$ cat config.mk
export PLATFORM = sky130hd
export DESIGN_NAME = register_file_scoreboard_param
export DESIGN_NICKNAME = d
export VERILOG_FILES = /design/src/rtl/register_file_scoreboard_param.sv
export SDC_FILE = /design/constraint.sdc
export NUM_CORES = 1
export LEC_CHECK = 0
export ABC_AREA = 0
export CAP_MARGIN = 10
export CORE_MARGIN = 2
export CORE_UTILIZATION = 45
export DETAILED_ROUTE_END_ITERATION = 16
export PLACE_DENSITY = 0.66
export SLEW_MARGIN = 20
export SYNTH_ARGS = -nofsm -noshare
export SYNTH_HDL_FRONTEND = slang
export SYNTH_SLANG_ARGS = --single-unit
$ cat constraint.sdc
create_clock -name clk -period 3.3 [get_ports clk]
set_clock_uncertainty 0.1 [all_clocks]
set_input_delay 0.66 -clock clk [delete_from_list [all_inputs] [get_ports clk]]
set_output_delay 0.66 -clock clk [all_outputs]
set_load 0.02 [all_outputs]
$ cat src/rtl/register_file_scoreboard_param.sv
// Multi-read-port register file with a per-register busy scoreboard.
// The top address is not stored: reads of it return pc_plus8 and writes to it are dropped.
// Busy bits mark registers with an outstanding writer so issue logic can detect read hazards.
module register_file_scoreboard_param #(
    parameter int unsigned W      = 32,
    parameter int unsigned AW     = 4,
    parameter int unsigned NR     = 2,
    parameter bit          BYPASS = 1'b1
) (
    input  logic              clk,
    input  logic              reset,
    input  logic              we,
    input  logic [AW-1:0]     wa,
    input  logic [W-1:0]      wd,
    input  logic [NR*AW-1:0]  ra,
    output logic [NR*W-1:0]   rd,
    output logic [NR-1:0]     hazard,
    input  logic [W-1:0]      pc_plus8,
    input  logic              rsv_valid,
    input  logic [AW-1:0]     rsv_addr,
    output logic              rsv_ready,
    output logic [2**AW-1:0]  busy_vec
);

    localparam int unsigned NumRegs = 2 ** AW;
    localparam logic [AW-1:0] TopAddr = AW'(NumRegs - 1);

    // The top entry exists only so every address indexes in range; it is never written.
    logic [W-1:0]       rf_q [NumRegs];
    logic [NumRegs-1:0] busy_q;
    logic [NumRegs-1:0] busy_d;
    logic [NumRegs-1:0] wr_hit;
    logic [NumRegs-1:0] rsv_hit;
    logic [AW-1:0]      ra_p;
    logic               byp_p;

    // Reservation is accepted unless the register already has a pending writer that is
    // not retiring this cycle. During reset it is acknowledged but nothing is recorded.
    assign rsv_ready = reset
                     | (rsv_addr == TopAddr)
                     | ~busy_q[rsv_addr]
                     | (we && (wa == rsv_addr));

    // Decode per-register write and reservation strobes; the top address never matches.
    always_comb begin
        wr_hit  = '0;
        rsv_hit = '0;
        for (int i = 0; i < NumRegs - 1; i++) begin
            wr_hit[i]  = we && (wa == AW'(i));
            rsv_hit[i] = rsv_valid && rsv_ready && (rsv_addr == AW'(i));
        end
    end

    // Next busy state: a new reservation wins over a retiring write to the same register.
    always_comb begin
        busy_d = busy_q;
        for (int i = 0; i < NumRegs - 1; i++) begin
            if (rsv_hit[i]) begin
                busy_d[i] = 1'b1;
            end else if (wr_hit[i]) begin
                busy_d[i] = 1'b0;
            end
        end
        busy_d[NumRegs-1] = 1'b0;
    end

    // Scoreboard register; reset drops every reservation.
    always_ff @(posedge clk) begin
        if (reset) begin
            busy_q <= '0;
        end else begin
            busy_q <= busy_d;
        end
    end

    // Register storage with one-cycle write latency; reset has priority over writes.
    always_ff @(posedge clk) begin
        if (reset) begin
            for (int i = 0; i < NumRegs; i++) begin
                rf_q[i] <= '0;
            end
        end else begin
            for (int i = 0; i < NumRegs - 1; i++) begin
                if (wr_hit[i]) begin
                    rf_q[i] <= wd;
                end
            end
        end
    end

    // Combinational read ports with optional same-cycle forwarding and hazard flags.
    always_comb begin
        rd     = '0;
        hazard = '0;
        ra_p   = '0;
        byp_p  = 1'b0;
        for (int p = 0; p < NR; p++) begin
            ra_p  = ra[p*AW +: AW];
            byp_p = BYPASS && we && (wa == ra_p);
            if (ra_p == TopAddr) begin
                rd[p*W +: W] = pc_plus8;
            end else if (byp_p) begin
                rd[p*W +: W] = wd;
            end else if (reset) begin
                // Storage is being cleared, so present its post-reset value.
                rd[p*W +: W] = '0;
            end else begin
                rd[p*W +: W] = rf_q[ra_p];
            end
            hazard[p] = !reset && (ra_p != TopAddr) && busy_q[ra_p] && !byp_p;
        end
    end

    assign busy_vec = reset ? '0 : busy_q;

endmodule
==> metrics.cfg, run 1 <==
[grt]
grt-ovfl-total=0
grt_usage_pct=28.84
grt_max_degree=51
antenna_found_initial=0
grt_pass1_wl_mm=132.9
grt_pass1_vias=20851

[yosys]
synthAdderAreaFrac_pct=0
yosys.area_share.simple_pct=9.369
synth-main-ff-cell=edfxtp_1
post_synth_num_cell_types=55
synth_common_cells=edfxtp_1 (480), nor2_1 (392), mux2_2 (249)
synth_edf_count=480
muxShareOfSynthArea_pct=22.17
syn_area_sq_um=27020
yosysTopAreaCellShare_pct=53.35
synthXorXnorAreaFrac_pct=0.4446
syn_inst=2145
synth-compound-area-share_pct=9.114
ys_seq_area_share_pct=54.46
synth-warning-count=0
yosys.area.top_type=edfxtp_1
yosysMostFrequentCell=edfxtp_1
syn_avg_cell_area_sq_um=12.59
async_flop_share_pct=0
synth_top_family_by_area=multiplexers
synth_seq_cells=495
synth.area.top_cells=edfxtp_1 (53%), mux4_2 (11%), mux2_2 (10%), nor2_1 (5.4%), o22ai_1 (4.4%)
syn_nets=2229

[cts]
cts_tree=yes
cts_sinks=495
hold_buffers=0
htreeDepth=2
clkSlewWorstSetupHoldPaths_ns=0.06
cts_buffers=53
root_buffer=clkbuf_16
clk_latency_ns=0.62
clk_path_buf_depth=3

[drt]
wire_per_inst_um=28.46
wl_mm=90.97
viasPerCell=6.474
drc=0
dr.pass1.iters=8
drt_iter0_drc=2371
ant_nets=0
vias=20696

[critical_path]
path_max_fanout=7
critPathKind=in2out
slowest_stage=clkdlybuf4s15_2
cp_cell_sequence=buf_6 > buf_12 > nand2b_2 > buf_4 > buf_12 > o22ai_1 > o21ai_0 > o21ai_2 > o22ai_1 > clkdlybuf4s15_2
cp.required_ns=2.54
cp-end-kind=output port
startpoint_type=input pin
arrival_ns=2.53
slowest_delay_ns=0.30

[power_and_ir_drop]
intPower_uw=11950
powerDensity_nw_per_um2=491.4
p_clk_share_pct=35.9
power_frac_comb_pct=17.3
sw_frac_of_total_pct=25.99
p_switching_uw=4197
seqPwrFrac_pct=46.8
ir_worst_vdd_uv=400.9
p_leak_uw=0.01149

[timing]
finalHoldViolCount=0
period_share_pct=99.57
fmax_mhz=304.3
setup_violations=0
slew_violations=0
tightest_slew_ns=0.7210
post-route-min-period_ns=3.286
setup_tns_ns=0
rsz0062_at_grt=true
slew_headroom_pct=51.93

[status]
outcome=complete, no violations

[finish]
layout.nets=2466
nFillCells=4805
layout-drive-gt1-share_pct=33.42
final_util_pct=55.47
diodes=0
synthToLayoutAreaGrowth_pct=21.63

[die]
die_h_um=249.0
start_util_pct=45.60
die_area_sq_um=62010
die_width_um=249.0
core_area_sq_um=59240
row_count=89
ios=167

[placed_design]
gp_congestion=0.8830
portBuffers=165
post-dp-hpwl_mm=58.57

[worst_hold_path]
hp-class=reg2reg

[job]
drv_cap=0

-- sequential cells by signal, summed over array words and instances (netlist names) --
register / cells
busy_q: 15
rf_q: 480
-- power by group through the flow --
stage	clock network [uW]	logic, uW	registers (uW)
after floorplan	0	1610	7590
after global placement	0	2720	7650
after detailed placement	0	2770	7680
after CTS	5840	2770	7550
after global routing	6070	2910	7600
final	5790	2790	7560
-- cell families after synthesis --
logic type             count (synthesis)
AO/OA/AOI/OAI                        418
XOR/XNOR                              12
buffers and inverters                261
flip-flops                           495
multiplexers                         396
other                                  1
AND/OR/NAND/NOR                      562
-- area by class of cell --
type / instances / area [sq um] / share of cell area, %
multi-input cells: 1389 / 11250 / 34.25
flip-flops and latches: 495 / 14710 / 44.78
clock buffers: 73 / 1453 / 4.421
repair buffers: 401 / 4101 / 12.48
inverters: 42 / 157.7 / 0.4798
clock inverters: 24 / 211.5 / 0.6435
well taps: 773 / 967.2 / 2.943
-- per-layer routing --
layer	wire length, um	share of wire (%)	vias up	GRT usage [%]
met5	0	0	-	0
met4	4717	5.2	0	14.34
met3	10060	11	291	4.535
met2	41930	46	1479	46.40
met1	34260	38	10331	38.27
li1	-	-	8595	-
-- what timing repair did --
action / CTS / global route
endpoints found under the hold margin: 0 / 0
setup buffers: 3 / 0
gates resized for setup: 233 / 47
pin swaps: 2 / 0
gates cloned: 2 / 1
endpoints found under the setup margin: 67 / 55
-- cells in the final DEF (no fill, tap or decap), drive strengths merged, types with 3 or more instances in the layout --
master	count
nand2	17
clkdlybuf4s15	29
nor2	392
edfxtp	480
buf	277
o22ai	190
clkbuf	78
xor2	6
nor2b	79
clkinv	20
o2bb2ai	10
o221ai	3
bufinv	3
o211ai	3
xnor2	6
mux2i	10
dfxtp	15
clkdlybuf4s50	84
nand3	4
mux2	249
or3	3
mux4	137
nand2b	49
dlygate4sd2	4
o21ai	127
a211oi	4
inv	43
and3b	3
a21oi	66
-- per-stage QoR --
step / setup WS (ns) / total power (uW) / hold slack, ns / instances / instance area (sq um)
floorplan: 0.2900 / 9201 / 0.3849 / 2145 / 27020
global placement: -0.7874 / 10370 / 0.4344 / 3094 / 31120
detailed placement: -0.8006 / 10440 / 0.4548 / 3094 / 31120
CTS: -0.0008993 / 16160 / 0.4766 / 3196 / 32940
global route: -0.03046 / 16580 / 0.4994 / 3197 / 32860
finish: 0.01417 / 16150 / 0.4923 / 3197 / 32860
-- worst max-delay path, delay by kind of cell --
| family | cells | cell delay [ns] |
|---|---|---|
| buffers and inverters | 5 | 0.99 |
| and+or+nand+nor | 1 | 0.19 |
| AOI/OAI and AO/OA | 4 | 0.66 |
-- path summary, 6_finish.rpt --
path	end	slack [ns]	start	depth (start not counted)
worst max-delay path	rd[50]	0.01	ra[5]	10
worst min-delay path	busy_q[13]$_SDFFE_PP0P_	0.49	busy_q[13]$_SDFFE_PP0P_	1
worst max register to register	busy_q[6]$_SDFFE_PP0P_	1.27	busy_q[3]$_SDFFE_PP0P_	6
worst min register to register	busy_q[13]$_SDFFE_PP0P_	0.49	busy_q[13]$_SDFFE_PP0P_	1
Power figures use the tool's default switching activity.
==> run 2: changes to the inputs <==
==> constraint.sdc (replaced) <==
create_clock -name clk -period 3.3 [get_ports clk]
set_clock_uncertainty 0.1 [all_clocks]
set_input_delay 0.66 -clock clk [delete_from_list [all_inputs] [get_ports clk]]
set_output_delay 0.66 -clock clk [all_outputs]
set_load 0.1 [all_outputs]
==> metrics.cfg, run 2 (synthesis gave the netlist of run 1 again) <==
[grt]
grt_pass1_wl_mm=135.3  ; was 132.9 mm
met3_usage_pct=5.611  ; was 4.535%
met2_usage_pct=49.09  ; was 46.40%
grt_max_degree=55  ; was 51
grt-busiest-layer=met2  ; unchanged
antenna_found_initial=0  ; unchanged
grt-ovfl-total=0  ; unchanged
grt_pass1_vias=21166  ; was 20851
grt_usage_pct=29.26  ; was 28.84%
met1_usage_pct=37.42  ; was 38.27%

[drt]
ant_nets=0  ; unchanged
drc=0  ; unchanged
wire_per_inst_um=28.87  ; was 28.46 um
vias=20524  ; was 20696
dr.pass1.iters=5  ; was 8
drt_iter0_drc=2650  ; was 2371
wl_mm=91.92  ; was 90.97 mm
viasPerCell=6.446  ; was 6.474

[die]
die_h_um=249.0  ; unchanged
ios=167  ; unchanged
die_area_sq_um=62010  ; unchanged
start_util_pct=45.60  ; unchanged
core_area_sq_um=59240  ; unchanged
die_width_um=249.0  ; unchanged
row_count=89  ; unchanged

[cts]
clk_path_buf_depth=3  ; unchanged
cts_tree=yes  ; unchanged
cts_sinks=495  ; unchanged
clk_latency_ns=0.61  ; was 0.62 ns
clkSlewWorstSetupHoldPaths_ns=0.06  ; about the same
htreeDepth=2  ; unchanged
cts_buffers=52  ; was 53
hold_buffers=0  ; unchanged
root_buffer=clkbuf_16  ; unchanged

[timing]
slew_violations=0  ; unchanged
slew_headroom_pct=58.56  ; was 51.93%
finalHoldViolCount=0  ; unchanged
period_share_pct=99.47  ; was 99.57%
setup_violations=0  ; unchanged
holdWs_ns=0.4398  ; was 0.4923 ns
fmax_mhz=304.6  ; was 304.3 MHz
setup_tns_ns=0  ; unchanged
rsz0062_at_grt=true  ; unchanged
post-route-min-period_ns=3.283  ; was 3.286 ns
tightest_slew_ns=0.6216  ; was 0.7210 ns
fin_ws_ns=0.01734  ; was 0.01417 ns

[placed_design]
gp_congestion=0.8609  ; was 0.8830
pre_cts_ws_ns=-0.2298  ; was -0.8006 ns
dp.cells=3072  ; was 3094
portBuffers=165  ; unchanged
post-dp-hpwl_mm=56.18  ; was 58.57 mm

[status]
outcome=complete, no violations  ; unchanged

[finish]
synthToLayoutAreaGrowth_pct=28.41  ; was 21.63%
diodes=0  ; unchanged
largest_reg_flops=480  ; unchanged
final_common_cell=edfxtp_1  ; unchanged
layout_common_cells=edfxtp_1 (480), nor2_1 (392), mux2_2 (249)  ; unchanged
layout-drive-gt1-share_pct=36.79  ; was 33.42%
regMostFlops=rf_q  ; unchanged
final_cells=3184  ; was 3197
final_util_pct=58.56  ; was 55.47%
nFillCells=4592  ; was 4805
top_regs=rf_q (480), busy_q (15)  ; unchanged
layout.nets=2453  ; was 2466

[critical_path]
arrival_ns=2.52  ; was 2.53 ns
rrSetupSlack_ns=1.44  ; was 1.27 ns
cp.required_ns=2.54  ; about the same
critPathKind=in2out  ; unchanged
cp-end-kind=output port  ; unchanged
startpoint_type=input pin  ; unchanged
path_max_fanout=11  ; was 7

[worst_hold_path]
hp-class=reg2reg  ; unchanged

[power_and_ir_drop]
ir_worst_vdd_uv=391.7  ; was 400.9 uV
p_switching_uw=5011  ; was 4197 uW
intPower_uw=12580  ; was 11950 uW
seqPwrFrac_pct=43.1  ; was 46.8%
powerDensity_nw_per_um2=507.1  ; was 491.4 nW/um^2
sw_frac_of_total_pct=28.48  ; was 25.99%
p_leak_uw=0.01200  ; was 0.01149 uW
p_clk_share_pct=33.8  ; was 35.9%
power_frac_comb_pct=23.1  ; was 17.3%

[job]
drv_cap=0  ; unchanged

-- run 2: changes by cell type in the layout (fill, tap and decap cells not counted), sizes merged, moves of 4 or more --
cell / delta
buf: +36
clkdlybuf4s15: -28
clkbuf: -16
clkdlybuf4s50: -16
clkinv: +6
bufinv: +4
-- run 2: power groups by stage --
stage               Sequential, uW  Clock (uW)  Combinational (uW)
finish                        7580        5950                4070
global route                  7600        6220                4220
CTS                           7550        5980                4020
detailed placement            7680           0                3940
global placement              7650           0                3890
floorplan                     7590           0                2480
-- run 2: repair_timing --
item,in CTS,in global routing
gates resized for setup,44,30
setup buffers,7,1
cloned,5,3
pin swaps,2,7
setup endpoints to repair,67,51
-- run 2: per-layer routing --
layer	vias up	share of wire [%]
met5	-	0
met4	0	3.8
met3	252	10
met2	1343	49
met1	10345	37
li1	8584	-
-- run 2: worst max-delay path, cell delays in order --
cell and delay, ns:
buf_8 0.17, bufbuf_16 0.35, mux4_2 0.52, mux2_2 0.27
o21ai_1 0.14, buf_4 0.15, o22ai_4 0.07, buf_12 0.17
-- run 2: layout make-up --
cell class              instances  area (sq um)  share of cell area (%)
clock buffers                  58          1345                   3.877
clock inverters                38         366.6                   1.057
inverters                      42         157.7                  0.4544
multi-input cells            1389         12080                   34.83
flip-flops and latches        495         14710                   42.41
well taps                     773         967.2                   2.788
repair buffers                389          5059                   14.58
-- run 2: metrics by stage --
step	total power, uW	instance area [sq um]
after global placement	11540	32490
after floorplan	10070	27910
after detailed placement	11620	32490
after global routing	18050	34690
after CTS	17560	34540
final	17590	34690
-- run 2: path summary, 6_finish.rpt --
check,from,to,cells after the start
max,ra[0],rd[24],8
min,busy_q[13]$_SDFFE_PP0P_,busy_q[13]$_SDFFE_PP0P_,1
max reg2reg,busy_q[3]$_SDFFE_PP0P_,busy_q[5]$_SDFFE_PP0P_,5
min reg2reg,busy_q[13]$_SDFFE_PP0P_,busy_q[13]$_SDFFE_PP0P_,1
==> run 3: changes to the inputs <==
--- a/config.mk
+++ b/config.mk
@@ -8,9 +8,9 @@
 export ABC_AREA = 0
 export CAP_MARGIN = 10
 export CORE_MARGIN = 2
-export CORE_UTILIZATION = 45
+export CORE_UTILIZATION = 60
 export DETAILED_ROUTE_END_ITERATION = 16
-export PLACE_DENSITY = 0.66
+export PLACE_DENSITY = 0.83
 export SLEW_MARGIN = 20
 export SYNTH_ARGS = -nofsm -noshare
 export SYNTH_HDL_FRONTEND = slang
==> metrics.cfg, run 3 (synthesis gave the netlist of run 1 again) <==
[critical_path]
startpoint_type=input pin  ; unchanged
cp_cell_sequence=buf_8 > buf_4 > nand2b_1 > buf_8 > buf_12 > o22ai_1 > o21ai_0 > o21ai_1 > buf_4 > o22ai_4 > buf_12  ; was buf_8 > bufbuf_16 > mux4_2 > mux2_2 > o21ai_1 > buf_4 > o22ai_4 > buf_12
cp-end-kind=output port  ; unchanged
cp.required_ns=2.54  ; about the same
critPathKind=in2out  ; unchanged
path_depth=11  ; was 8
path_max_fanout=13  ; was 11
critPathBufInv=6  ; was 4
slowest_delay_ns=0.24  ; was 0.52 ns
reg2reg_depth=5  ; unchanged
slowest_stage=o21ai_0  ; was mux4_2
crit_family=buffers and inverters  ; unchanged
arrival_ns=2.58  ; was 2.52 ns

[power_and_ir_drop]
p_clk_share_pct=31.9  ; was 33.8%
intPower_uw=12100  ; was 12580 uW
seqPwrFrac_pct=44.7  ; was 43.1%
sw_frac_of_total_pct=28.92  ; was 28.48%
ir_worst_vdd_uv=410.8  ; was 391.7 uV
powerDensity_nw_per_um2=505.9  ; was 507.1 nW/um^2
p_switching_uw=4924  ; was 5011 uW
power_frac_comb_pct=23.5  ; was 23.1%
p_leak_uw=0.01163  ; was 0.01200 uW

[timing]
rsz0062_at_grt=true  ; unchanged
finalHoldViolCount=0  ; unchanged
tightest_slew_ns=0.6517  ; was 0.6216 ns
slew_headroom_pct=56.55  ; was 58.56%
setup_violations=3  ; was 0
fmax_mhz=299.5  ; was 304.6 MHz
fin_ws_ns=-0.03925  ; was 0.01734 ns
period_share_pct=101.2  ; was 99.47%
post-route-min-period_ns=3.339  ; was 3.283 ns
holdWs_ns=0.4456  ; was 0.4398 ns
slew_violations=0  ; unchanged

[placed_design]
gp_congestion=0.9202  ; was 0.8609
portBuffers=165  ; unchanged
pre_cts_ws_ns=-0.2957  ; was -0.2298 ns
place_area_sq_um=31960  ; was 32490 sq um
dp.cells=2880  ; was 3072
post-dp-hpwl_mm=57.26  ; was 56.18 mm

[finish]
fin_area_sq_um=33660  ; was 34690 sq um
layout_common_cells=edfxtp_1 (480), nor2_1 (392), mux2_2 (249)  ; unchanged
synthToLayoutAreaGrowth_pct=24.58  ; was 28.41%
final_cells=2970  ; was 3184
final_common_cell=edfxtp_1  ; unchanged
layout.nets=2423  ; was 2453
layout-drive-gt1-share_pct=35.27  ; was 36.79%
top_regs=rf_q (480), busy_q (15)  ; unchanged
regMostFlops=rf_q  ; unchanged
largest_reg_flops=480  ; unchanged

[job]
drv_cap=0  ; unchanged

[grt]
grt_usage_pct=39.07  ; was 29.26%
grt_max_degree=47  ; was 55
antenna_found_initial=2  ; was 0
grt_pass1_wl_mm=134.8  ; was 135.3 mm
grt-ovfl-total=0  ; unchanged
grt_pass1_vias=22478  ; was 21166

[cts]
htreeDepth=2  ; unchanged
clk_path_buf_depth=3  ; unchanged
hold_buffers=0  ; unchanged
clkSlewWorstSetupHoldPaths_ns=0.06  ; about the same
cts_sinks=495  ; unchanged
cts_buffers=48  ; was 52
clk_latency_ns=0.57  ; was 0.61 ns
cts_tree=yes  ; unchanged
root_buffer=clkbuf_16  ; unchanged

[worst_hold_path]
worstHoldPathCells=1  ; unchanged
hp-class=reg2reg  ; unchanged

[die]
ios=167  ; unchanged
start_util_pct=60.96  ; was 45.60%
core_area_sq_um=44320  ; was 59240 sq um
die_area_sq_um=46740  ; was 62010 sq um
die_width_um=216.2  ; was 249.0 um
die_h_um=216.2  ; was 249.0 um
row_count=77  ; was 89

[status]
violations=setup timing
outcome=finished with violations  ; was complete, no violations

[drt]
drc=0  ; unchanged
drt_iter0_drc=3257  ; was 2650
viasPerCell=7.240  ; was 6.446
ant_nets=0  ; unchanged
vias=21503  ; was 20524
wl_mm=91.68  ; was 91.92 mm
wire_per_inst_um=30.87  ; was 28.87 um
dr.pass1.iters=8  ; was 5

[run 3: routing by layer]
layer	global-route usage, %	vias to the layer above	wire length, um
met5	0	-	0
met4	26.12	0	6649
met3	10.51	534	13240
met2	62.39	2101	43060
met1	46.84	10370	28730
li1	-	8498	-
[run 3: final timing paths]
check,start,end,slack (ns)
setup / recovery,ra[0],rd[19],-0.04
hold / removal,busy_q[13]$_SDFFE_PP0P_,busy_q[13]$_SDFFE_PP0P_,0.45
hold reg to reg,busy_q[13]$_SDFFE_PP0P_,busy_q[13]$_SDFFE_PP0P_,0.45
setup reg to reg,busy_q[3]$_SDFFE_PP0P_,busy_q[4]$_SDFFE_PP0P_,1.38
[run 3: repair_timing]
action                                  in CTS  in global routing
gates resized for setup                     39                 17
cloned                                       0                  1
buffers inserted                             0                  0
pin swaps                                    1                  0
hold endpoints to repair                     0                  0
endpoints found under the setup margin      67                 16
[run 3: through the flow]
stage                     power (uW)  utilization, %  setup TNS [ns]
final                          17030           75.94        -0.07812
after global routing           17340           75.93         -0.2360
after CTS                      16890           75.77               0
after detailed placement       11570           72.12          -12.73
after global placement         11420           72.12          -9.490
after floorplan                10070               -          -1.544
[run 3: power by group through the flow]
stage          sequential, uW  combinational, uW  clock [uW]
6_report                 7600               4000        5420
5_1_grt                  7620               4110        5620
2_1_floorplan            7590               2480           0
3_5_place_dp             7690               3870           0
3_3_place_gp             7630               3780           0
4_1_cts                  7580               3930        5380
[run 3: area by class of cell]
cell class              count  area, sq um
repair buffers            363         4473
diodes                      2        5.005
inverters                  42        157.7
flip-flops and latches    495        14710
well taps                 592        740.7
clock buffers              67         1345
multi-input cells        1389        12040
fillers                  2458        10660
clock inverters            20        181.4
